`src/rtl/store_queue_pkg.sv`:
```
// Shared types for the store queue and its neighbours (dispatch, memory
// arbiter, load reservation stations).
//
// Contents:
//   NUM_ROB_ENTRIES / NUM_ROB_ENTRIES_BITS - reorder buffer size and index width.
//                                            The size is a power of two, so ROB
//                                            index arithmetic wraps naturally.
//   rob_idx_t                              - ROB index type.
//   lsq_entry_t                            - one load/store queue entry as
//                                            produced by dispatch.
package store_queue_pkg;

  localparam int NUM_ROB_ENTRIES      = 16;
  localparam int NUM_ROB_ENTRIES_BITS = $clog2(NUM_ROB_ENTRIES);
  localparam int PREG_BITS            = 6;
  localparam int XLEN                 = 32;

  typedef logic [NUM_ROB_ENTRIES_BITS-1:0] rob_idx_t;

  typedef struct packed {
    logic [PREG_BITS-1:0] ps1_s;            // address base source register
    logic [PREG_BITS-1:0] ps2_s;            // store data source register
    logic [PREG_BITS-1:0] pd_s;             // destination (unused by stores)
    rob_idx_t             rob_num;          // program-order tag
    logic                 store_load_inst;  // 1 = store
    logic [XLEN-1:0]      rvfi_data;        // retirement trace payload
  } lsq_entry_t;

endpackage

```
`src/rtl/store_queue.sv`:
```
// store_queue - in-order circular FIFO of stores between dispatch/rename and
// the memory arbiter.
//
// Dispatch pushes at most one store per cycle in program order. The memory
// arbiter reads the head combinationally and pops it once the D-cache has
// acknowledged the write. Loads ask whether any store older than themselves is
// still pending. A branch mispredict (always raised by a branch committing at
// the ROB head) flushes every entry.
//
// Build option:
//   SQ_FULL_PUSH_POP_EN - when defined, a push is accepted while the queue is
//                         full provided a pop happens in the same cycle; full
//                         then has a combinational path from pop. When
//                         undefined, full depends on registered state only.
//
// Ports:
//   clk, rst             - clock; synchronous active-high reset
//   mispredict           - flush all entries at the next edge (beats push/pop)
//   push, push_entry     - enqueue request and payload from dispatch
//   full                 - a push would be refused this cycle
//   pop                  - dequeue the head (memory arbiter)
//   sq_head              - entry at the head pointer (don't care when empty)
//   sq_empty             - no valid entries
//   count                - occupancy, 0..DEPTH
//   rob_head             - current ROB head index (age origin)
//   query_rob_num        - ROB index of the load being checked
//   older_store_pending  - a valid store is older than query_rob_num
module store_queue
  import store_queue_pkg::*;
#(
  parameter int DEPTH    = 8,
  parameter int PTR_BITS = $clog2(DEPTH)
) (
  input  logic                            clk,
  input  logic                            rst,
  input  logic                            mispredict,
  input  logic                            push,
  input  lsq_entry_t                      push_entry,
  output logic                            full,
  input  logic                            pop,
  output lsq_entry_t                      sq_head,
  output logic                            sq_empty,
  output logic [PTR_BITS:0]               count,
  input  logic [NUM_ROB_ENTRIES_BITS-1:0] rob_head,
  input  logic [NUM_ROB_ENTRIES_BITS-1:0] query_rob_num,
  output logic                            older_store_pending
);

  localparam logic [PTR_BITS:0] FULL_COUNT = (PTR_BITS+1)'(DEPTH);

  lsq_entry_t           mem [DEPTH];
  logic [DEPTH-1:0]     valid;
  logic [PTR_BITS-1:0]  head;
  logic [PTR_BITS-1:0]  tail;
  logic                 do_push;
  logic                 do_pop;
  rob_idx_t             query_age;

  // ---------------------------------------------------------------------------
  // Status
  // ---------------------------------------------------------------------------
  assign sq_empty = (count == '0);
  assign sq_head  = mem[head];

`ifdef SQ_FULL_PUSH_POP_EN
  // A same-cycle pop frees the head slot, which the push then reuses.
  assign full = (count == FULL_COUNT) && !pop;
`else
  assign full = (count == FULL_COUNT);
`endif

  assign do_push = push && !full;
  assign do_pop  = pop && !sq_empty;

  // ---------------------------------------------------------------------------
  // Pointers, valid bits, occupancy
  // ---------------------------------------------------------------------------
  // NOTE: sequential state is written with non-blocking assignments so every
  // flop samples the pre-edge values; this also makes the ordering below
  // meaningful when pop and push address the same slot.
  always_ff @(posedge clk) begin
    if (rst || mispredict) begin
      head  <= '0;
      tail  <= '0;
      count <= '0;
      valid <= '0;
    end else begin
      if (do_pop) begin
        valid[head] <= 1'b0;
        head        <= head + 1'b1;
      end
      // Placed after the pop so a push into the slot being freed (full queue
      // with push+pop) leaves that slot valid.
      if (do_push) begin
        valid[tail] <= 1'b1;
        tail        <= tail + 1'b1;
      end
      unique case ({do_push, do_pop})
        2'b10:   count <= count + 1'b1;
        2'b01:   count <= count - 1'b1;
        default: count <= count;
      endcase
    end
  end

  // NOTE: the payload array has no reset; the valid bits alone say which
  // slots hold live data, so clearing the storage would only cost area.
  always_ff @(posedge clk) begin
    if (!rst && !mispredict && do_push) begin
      mem[tail] <= push_entry;
    end
  end

  // ---------------------------------------------------------------------------
  // Age check: distance from the ROB head orders instructions even across the
  // ROB wrap point. The ROB size is a power of two, so the truncated
  // subtraction is the modulo.
  // ---------------------------------------------------------------------------
  // NOTE: every always_comb output gets a default first so no path leaves it
  // unassigned, which would infer a latch.
  always_comb begin
    older_store_pending = 1'b0;
    query_age           = rob_idx_t'(query_rob_num - rob_head);
    for (int i = 0; i < DEPTH; i++) begin
      if (valid[i] && (rob_idx_t'(mem[i].rob_num - rob_head) < query_age)) begin
        older_store_pending = 1'b1;
      end
    end
  end

  // ---------------------------------------------------------------------------
  // Simulation-only protocol checks: illegal requests are ignored by the
  // logic above, but the requester is misbehaving and should hear about it.
  // ---------------------------------------------------------------------------
  always_ff @(posedge clk) begin
    if (!rst && !mispredict) begin
      assert (!(push && full))
        else $warning("store_queue: push while full ignored");
      assert (!(pop && sq_empty))
        else $warning("store_queue: pop while empty ignored");
    end
  end

endmodule

```
`config.mk`:
```
export PLATFORM = sky130hd
export DESIGN_NAME = store_queue
export DESIGN_NICKNAME = d
export VERILOG_FILES = /design/src/rtl/store_queue_pkg.sv /design/src/rtl/store_queue.sv
export SDC_FILE = /design/constraint.sdc
export NUM_CORES = 1
export LEC_CHECK = 0
export CELL_PAD_IN_SITES_DETAIL_PLACEMENT = 2
export CELL_PAD_IN_SITES_GLOBAL_PLACEMENT = 2
export CORE_ASPECT_RATIO = 0.8
export CORE_MARGIN = 1.5
export CORE_UTILIZATION = 45
export DETAILED_ROUTE_END_ITERATION = 10
export GPL_TIMING_DRIVEN = 1
export PLACE_DENSITY_LB_ADDON = 0.1
export SLEW_MARGIN = 20
export SYNTH_ARGS = -nofsm -noshare
export SYNTH_HDL_FRONTEND = slang
export SYNTH_SLANG_ARGS = --single-unit
```
`constraint.sdc`:
```
create_clock -name clk -period 7 [get_ports clk]
set_input_delay 1.05 -clock clk [delete_from_list [all_inputs] [get_ports clk]]
set_output_delay 1.05 -clock clk [all_outputs]
set_load 0.01 [all_outputs]
```
# Yosys cells after proc, flatten, opt, wreduce, memory -nomap -nowiden
# Memory sizes are Yosys's and may differ from the RTL's. A register that Yosys moved wholly into a read port is not among the register bits.
# Index checks and enable logic that the tools add are counted.
# Widths: inputs -> output; s select.
[totals]
register_bits = 18
ramBits = 440
in_bits = 68
output_inout_bits = 62
word_cells = 77
memories = 1
[classes]
n_addsub = 13
order_cmp = 12
eq_ne = 3
muxes = 20
n_bitwise = 3
reduce_logical = 21
[mem_list]
columns = ["name", "depth", "width", "read_ports", "rd_ports_with_merged_regs", "write_ports", "line", "text"]
rows = [
  ["mem", 8, 55, 9, 1, 1, "store_queue.sv:51", "lsq_entry_t mem [DEPTH];"],
]
[op_table]
columns = ["op", "count"]
rows = [
  ["$sub 4x4->4", 9],
  ["$lt 4x4->1", 8],
  ["$mux 8", 3],
  ["$logic_and 1x1->1", 14],
  ["$mux 1", 12],
  ["$and 8x8->8", 1],
  ["$lt 3x4->1 const B", 2],
  ["$not 8->8", 1],
  ["$or 8x8->8", 1],
  ["$pmux 4 s2", 1],
  ["$add 3x1->3 const B", 2],
  ["$demux 1 s3", 2],
  ["$ge 3x1->1 const B", 2],
  ["$mux 3", 2],
  ["$add 4x1->4 const B", 1],
  ["$eq 4x4->1 const B", 1],
  ["$logic_not 1->1", 4],
  ["$logic_not 4->1", 1],
  ["$sub 4x1->4 const B", 1],
  ["$eq 2x1->1 const B", 1],
  ["$eq 2x2->1 const B", 1],
  ["$reduce_bool 2->1", 1],
  ["$logic_or 1x1->1", 1],
]

# Depth between registers and ports, before layout
[logic_depth]
word_depth = 11
mapped_depth = 12
depth_no_buf = 12

# Least setup slack after synthesis
# No wires, ideal clock.
[synth_timing]
path_type = "in2reg"
from = "in mispredict"
to = "mem mem[0][0] (netlist name), enable pin"
setup_ns = 0.537
t_arrival_ns = 5.580
t_required_ns = 6.463
path_slack_ns = 0.883
stages = 4
path_buffers = 1
path_cell_list = "or2_2 -> or3_1 -> clkbuf_1 -> nor3_1"
[synth_between]
elab_chain_len = 5
[synth_rtl]
columns = ["item", "line", "text"]
rows = [
  ["start: declaration", "store_queue.sv:36", "input logic mispredict,"],
  ["$logic_not 1->1", "--", ""],
  ["$logic_and 1x1->1", "--", ""],
  ["$logic_and 1x1->1", "store_queue.sv:109", "if (!rst && !mispredict && do_push) begin"],
  ["$mux 1", "store_queue.sv:109", ""],
  ["$mux 1 (not written as such)", "store_queue.sv:110", "mem[tail] <= push_entry;"],
  ["end: declaration", "store_queue.sv:51", ""],
]
# No other way between the ends.

# Worst setup path in the final report
[layout_timing]
from = "in rob_head[0]"
to = "out older_store_pending"
[layout_between]
elab_chain_len = 11
elab_cells_between_ends = 33
cone_classes = "9 x add/sub; 8 x order compare; 8 x mux; 8 x reduce/logical"
[layout_rtl]
columns = ["item", "line", "text"]
rows = [
  ["start: declaration", "store_queue.sv:44", "input logic [NUM_ROB_ENTRIES_BITS-1:0] rob_head,"],
  ["$sub 4x4->4 (on tied branches)", "store_queue.sv:125, store_queue.sv:123", ""],
  ["$lt 4x4->1", "store_queue.sv:125", "if (valid[i] && (rob_idx_t'(mem[i].rob_num - rob_head) < query_age)) begin"],
  ["$logic_and 1x1->1", "store_queue.sv:125", ""],
  ["$mux 1 (7 in a row)", "store_queue.sv:125", ""],
  ["$mux 1 (*)", "store_queue.sv:125", ""],
  ["end: declaration", "store_queue.sv:46", "output logic older_store_pending"],
]
# Every way passes the cells marked *; elsewhere a longest branch is shown, timed or not.

==> flow_metrics.env <==
export IMPL_synth_flop_cell="edfxtp_1"
export IMPL_hp_start="head[0]"
export IMPL_max_freq_mhz=162
export IMPL_hold_buffers=0
export IMPL_hpwlAfterDp_mm=28.6
export IMPL_critPathMaxStageDelay_ns=0.73
export IMPL_status="complete, no violations"
export IMPL_hold_path_class="reg -> reg"
export IMPL_final_max_slew_viol_count=0
export IMPL_rrSetupSlack_ns=3.80
export IMPL_critPathRequiredTime_ns=5.95
export IMPL_grt_overflow=0
export IMPL_ir_worst_vdd_v=0.000223
export IMPL_cts_sink_count=461
export IMPL_die_area_um2=43200
export IMPL_grt_pass1_vias=10600
export IMPL_syn_to_final_growth_pct=18.6
export IMPL_slew_headroom=0.320
export IMPL_netlist_area_um2=18900
export IMPL_htree_levels=2
export IMPL_cts_setup_buffers=0
export IMPL_finalSetupViolations=0
export IMPL_r2r_cells=6
export IMPL_final_layout_size_suffix_gt1_frac=0.241
export IMPL_num_rows=66
export IMPL_yosysSeqAreaShare=0.723
export IMPL_tns_ns=0
export IMPL_portBuffers=129
export IMPL_clock_path_buffers=3
export IMPL_slowest_stage="clkdlybuf4s50_1"
export IMPL_core_um2=41000
export IMPL_antenna_found_initial=3
export IMPL_total_power_mw=5.77
export IMPL_ant_nets=0
export IMPL_num_io_pins=130
export IMPL_final_setup_skew_ns=0.0198
export IMPL_critPathTopFamily="buffers and inverters"
export IMPL_path_buf_inv=4
export IMPL_rsz0062_at_grt="false"
export IMPL_yosys_cell_types_count=53
export IMPL_r2r_start="count[1]"
export IMPL_critical_path_class="in -> out"
export IMPL_cp_end_kind="primary output"
export IMPL_fin_nets=1195
export IMPL_path_cells="clkdlybuf4s50_1, ha_1, inv_1, fa_1, inv_1, ha_1, a21oi_1, maj3_1, a22o_1, a221o_1, a22o_2, or4_1, clkdlybuf4s50_1"
export IMPL_clkSlewWorstSetupHoldPaths_ns=0.06
export IMPL_synth_warnings=0
export IMPL_wl_per_cell_um=28.4
export IMPL_finalHoldViolCount=0
export IMPL_clock_latency_ns=0.56
export IMPL_ys_ff_latch=461
export IMPL_whs_ns=0.535
export IMPL_startpoint_type="primary input"
export IMPL_route_vias_total=9291
export IMPL_drc_errors=0
export IMPL_dr_first_iter_drc_count=731
export IMPL_grt_max_degree=57
export IMPL_grt_pass1_wl_mm=70.4
export IMPL_placedCellCount=1573
export IMPL_die_w_um=232
export IMPL_fillers=3464
export IMPL_worstPathMaxFanout=9
export IMPL_holdPathStages=2
export IMPL_cp_arrival_ns=5.13
export IMPL_cts_resized=0
export IMPL_syn_mean_instance_area_um2=20.5
export IMPL_timing_rr_end="mem[6][25]"
export IMPL_die_h_um=186
export IMPL_wl_mm=47.2
export IMPL_grt_total_usage=0.226
export IMPL_root_buffer="clkbuf_16"
export IMPL_drv_cap=0
export IMPL_netlist_instances=919
export IMPL_async_reset_ff_frac=0
export IMPL_synth_edf_count=440
export IMPL_initial_core_util=0.460
export IMPL_routed_via_density=5.60
export IMPL_cts_made_buffers=45
export IMPL_syn_nets=1037
export IMPL_cts_tree="yes"
export IMPL_leakage_nw=7.09
export IMPL_powerDensity_nw_per_um2=258
export IMPL_min_period_ns=6.18
export IMPL_dr_pass1_iters=5
export IMPL_tightest_slew_ns=1.02
export IMPL_stdcell_count=1658
export IMPL_timing_final_crit_share=0.883
export IMPL_gp_congestion=0.749
layout make-up:
cell class,instances,area [um^2],share of cell area
Multi-Input combinational cell,391,5030,0.225
Clock inverter,25,238,0.0106
Antenna cell,1,2.50,0.000112
Tap cell,544,681,0.0304
Timing Repair Buffer,146,1460,0.0654
Clock buffer,58,1200,0.0535
Inverter,32,120,0.00537
Sequential cell,461,13600,0.610
synth_stat cells (5+ instances only):
cell type  count  area share
maj3_1         6      0.0032
edfxtp_1     440        0.70
ha_1          40       0.027
nand3_1        5      0.0013
mux2_2        54       0.032
clkbuf_1      22      0.0044
o311ai_0       5      0.0023
mux4_2       110        0.13
a21oi_1       19      0.0050
nand2_1       12      0.0024
xnor2_1       15      0.0070
o21ai_0       11      0.0029
fa_1          10       0.011
dfxtp_1       21       0.022
buf_1         12      0.0024
inv_1         32      0.0064
xor2_1        14      0.0065
a21o_1         7      0.0028
nor2_1        22      0.0044
nand2b_1      11      0.0036
kinds of logic (layout without fill, tap and decap cells):
| family | count (synthesis) | after routing | synth area share |
|---|---|---|---|
| flops | 461 | 461 | 0.723 |
| fa+ha+maj | 58 | 58 | 0.0415 |
| mux | 166 | 166 | 0.165 |
| xor+xnor | 31 | 31 | 0.0158 |
| simple gates | 68 | 68 | 0.0177 |
| other cells | 0 | 1 | 0 |
| compound gates | 68 | 68 | 0.0240 |
| buf+inv | 67 | 261 | 0.0134 |
stage by stage:
| step | util | area, um^2 | worst slack (ns) |
|---|---|---|---|
| 3_5_place_dp | 0.510 | 20900 | 0.819 |
| 2_1_floorplan | - | 18900 | 0.883 |
| 5_1_grt | 0.546 | 22400 | 0.648 |
| 6_report | 0.546 | 22400 | 0.816 |
| 4_1_cts | 0.545 | 22300 | 0.771 |
| 3_3_place_gp | 0.510 | 20900 | 0.824 |
worst max path at each step:
stage                start                  end  slack (ns)  depth (start not counted)
2_1_floorplan   mispredict            mem[0][0]        0.88                          4
3_3_place_gp   rob_head[0]  older_store_pending        0.82                         13
3_5_place_dp   rob_head[0]  older_store_pending        0.82                         13
4_1_cts        rob_head[0]  older_store_pending        0.77                         13
6_report       rob_head[0]  older_store_pending        0.82                         13
5_1_grt        rob_head[0]  older_store_pending        0.65                         13
registers in the layout, indices dropped and copies added, names as in the netlist, named ones only:
name   flops
mem      440
valid      8
count      4
head       3
tail       3
layout by cell type (no fill, tap or decap), types with 3 or more instances in the layout:
cell type,instances
clkbuf_16,46
nand2_1,12
a21oi_1,19
a31o_2,4
clkinv_2,9
o211ai_1,4
ha_1,40
fa_1,10
mux4_2,110
edfxtp_1,440
nand3_1,5
clkinvlp_4,4
xor2_1,14
clkinv_1,7
nor2_1,16
bufinv_16,4
buf_4,14
dfxtp_1,18
nor2_4,6
a31oi_1,3
a21o_1,7
maj3_1,6
clkdlybuf4s50_1,129
clkbuf_1,12
o21ai_0,11
o311ai_0,5
xnor2_1,15
nand2b_1,11
mux2_2,54
inv_1,32
worst min-delay path, cell delays in order, from the launching register on:
cell and delay (ns):
dfxtp_1 0.33, nand2b_1 0.10, a21oi_1 0.07
routing by layer:
metal,wire (um),share of wire,track usage,vias up
li1,-,-,-,4074
met1,20700,0.44,0.301,4982
met2,24000,0.51,0.393,170
met3,1680,0.036,0.0375,63
met4,837,0.018,0.0519,2
met5,15,0.00032,0,-
report_power, final:
| group | internal [mW] | switching, mW |
|---|---|---|
| sequential | 3.03 | 0.00888 |
| combinational | 0.155 | 0.172 |
| clock | 1.36 | 1.04 |
(Power assumes the default switching activity.)
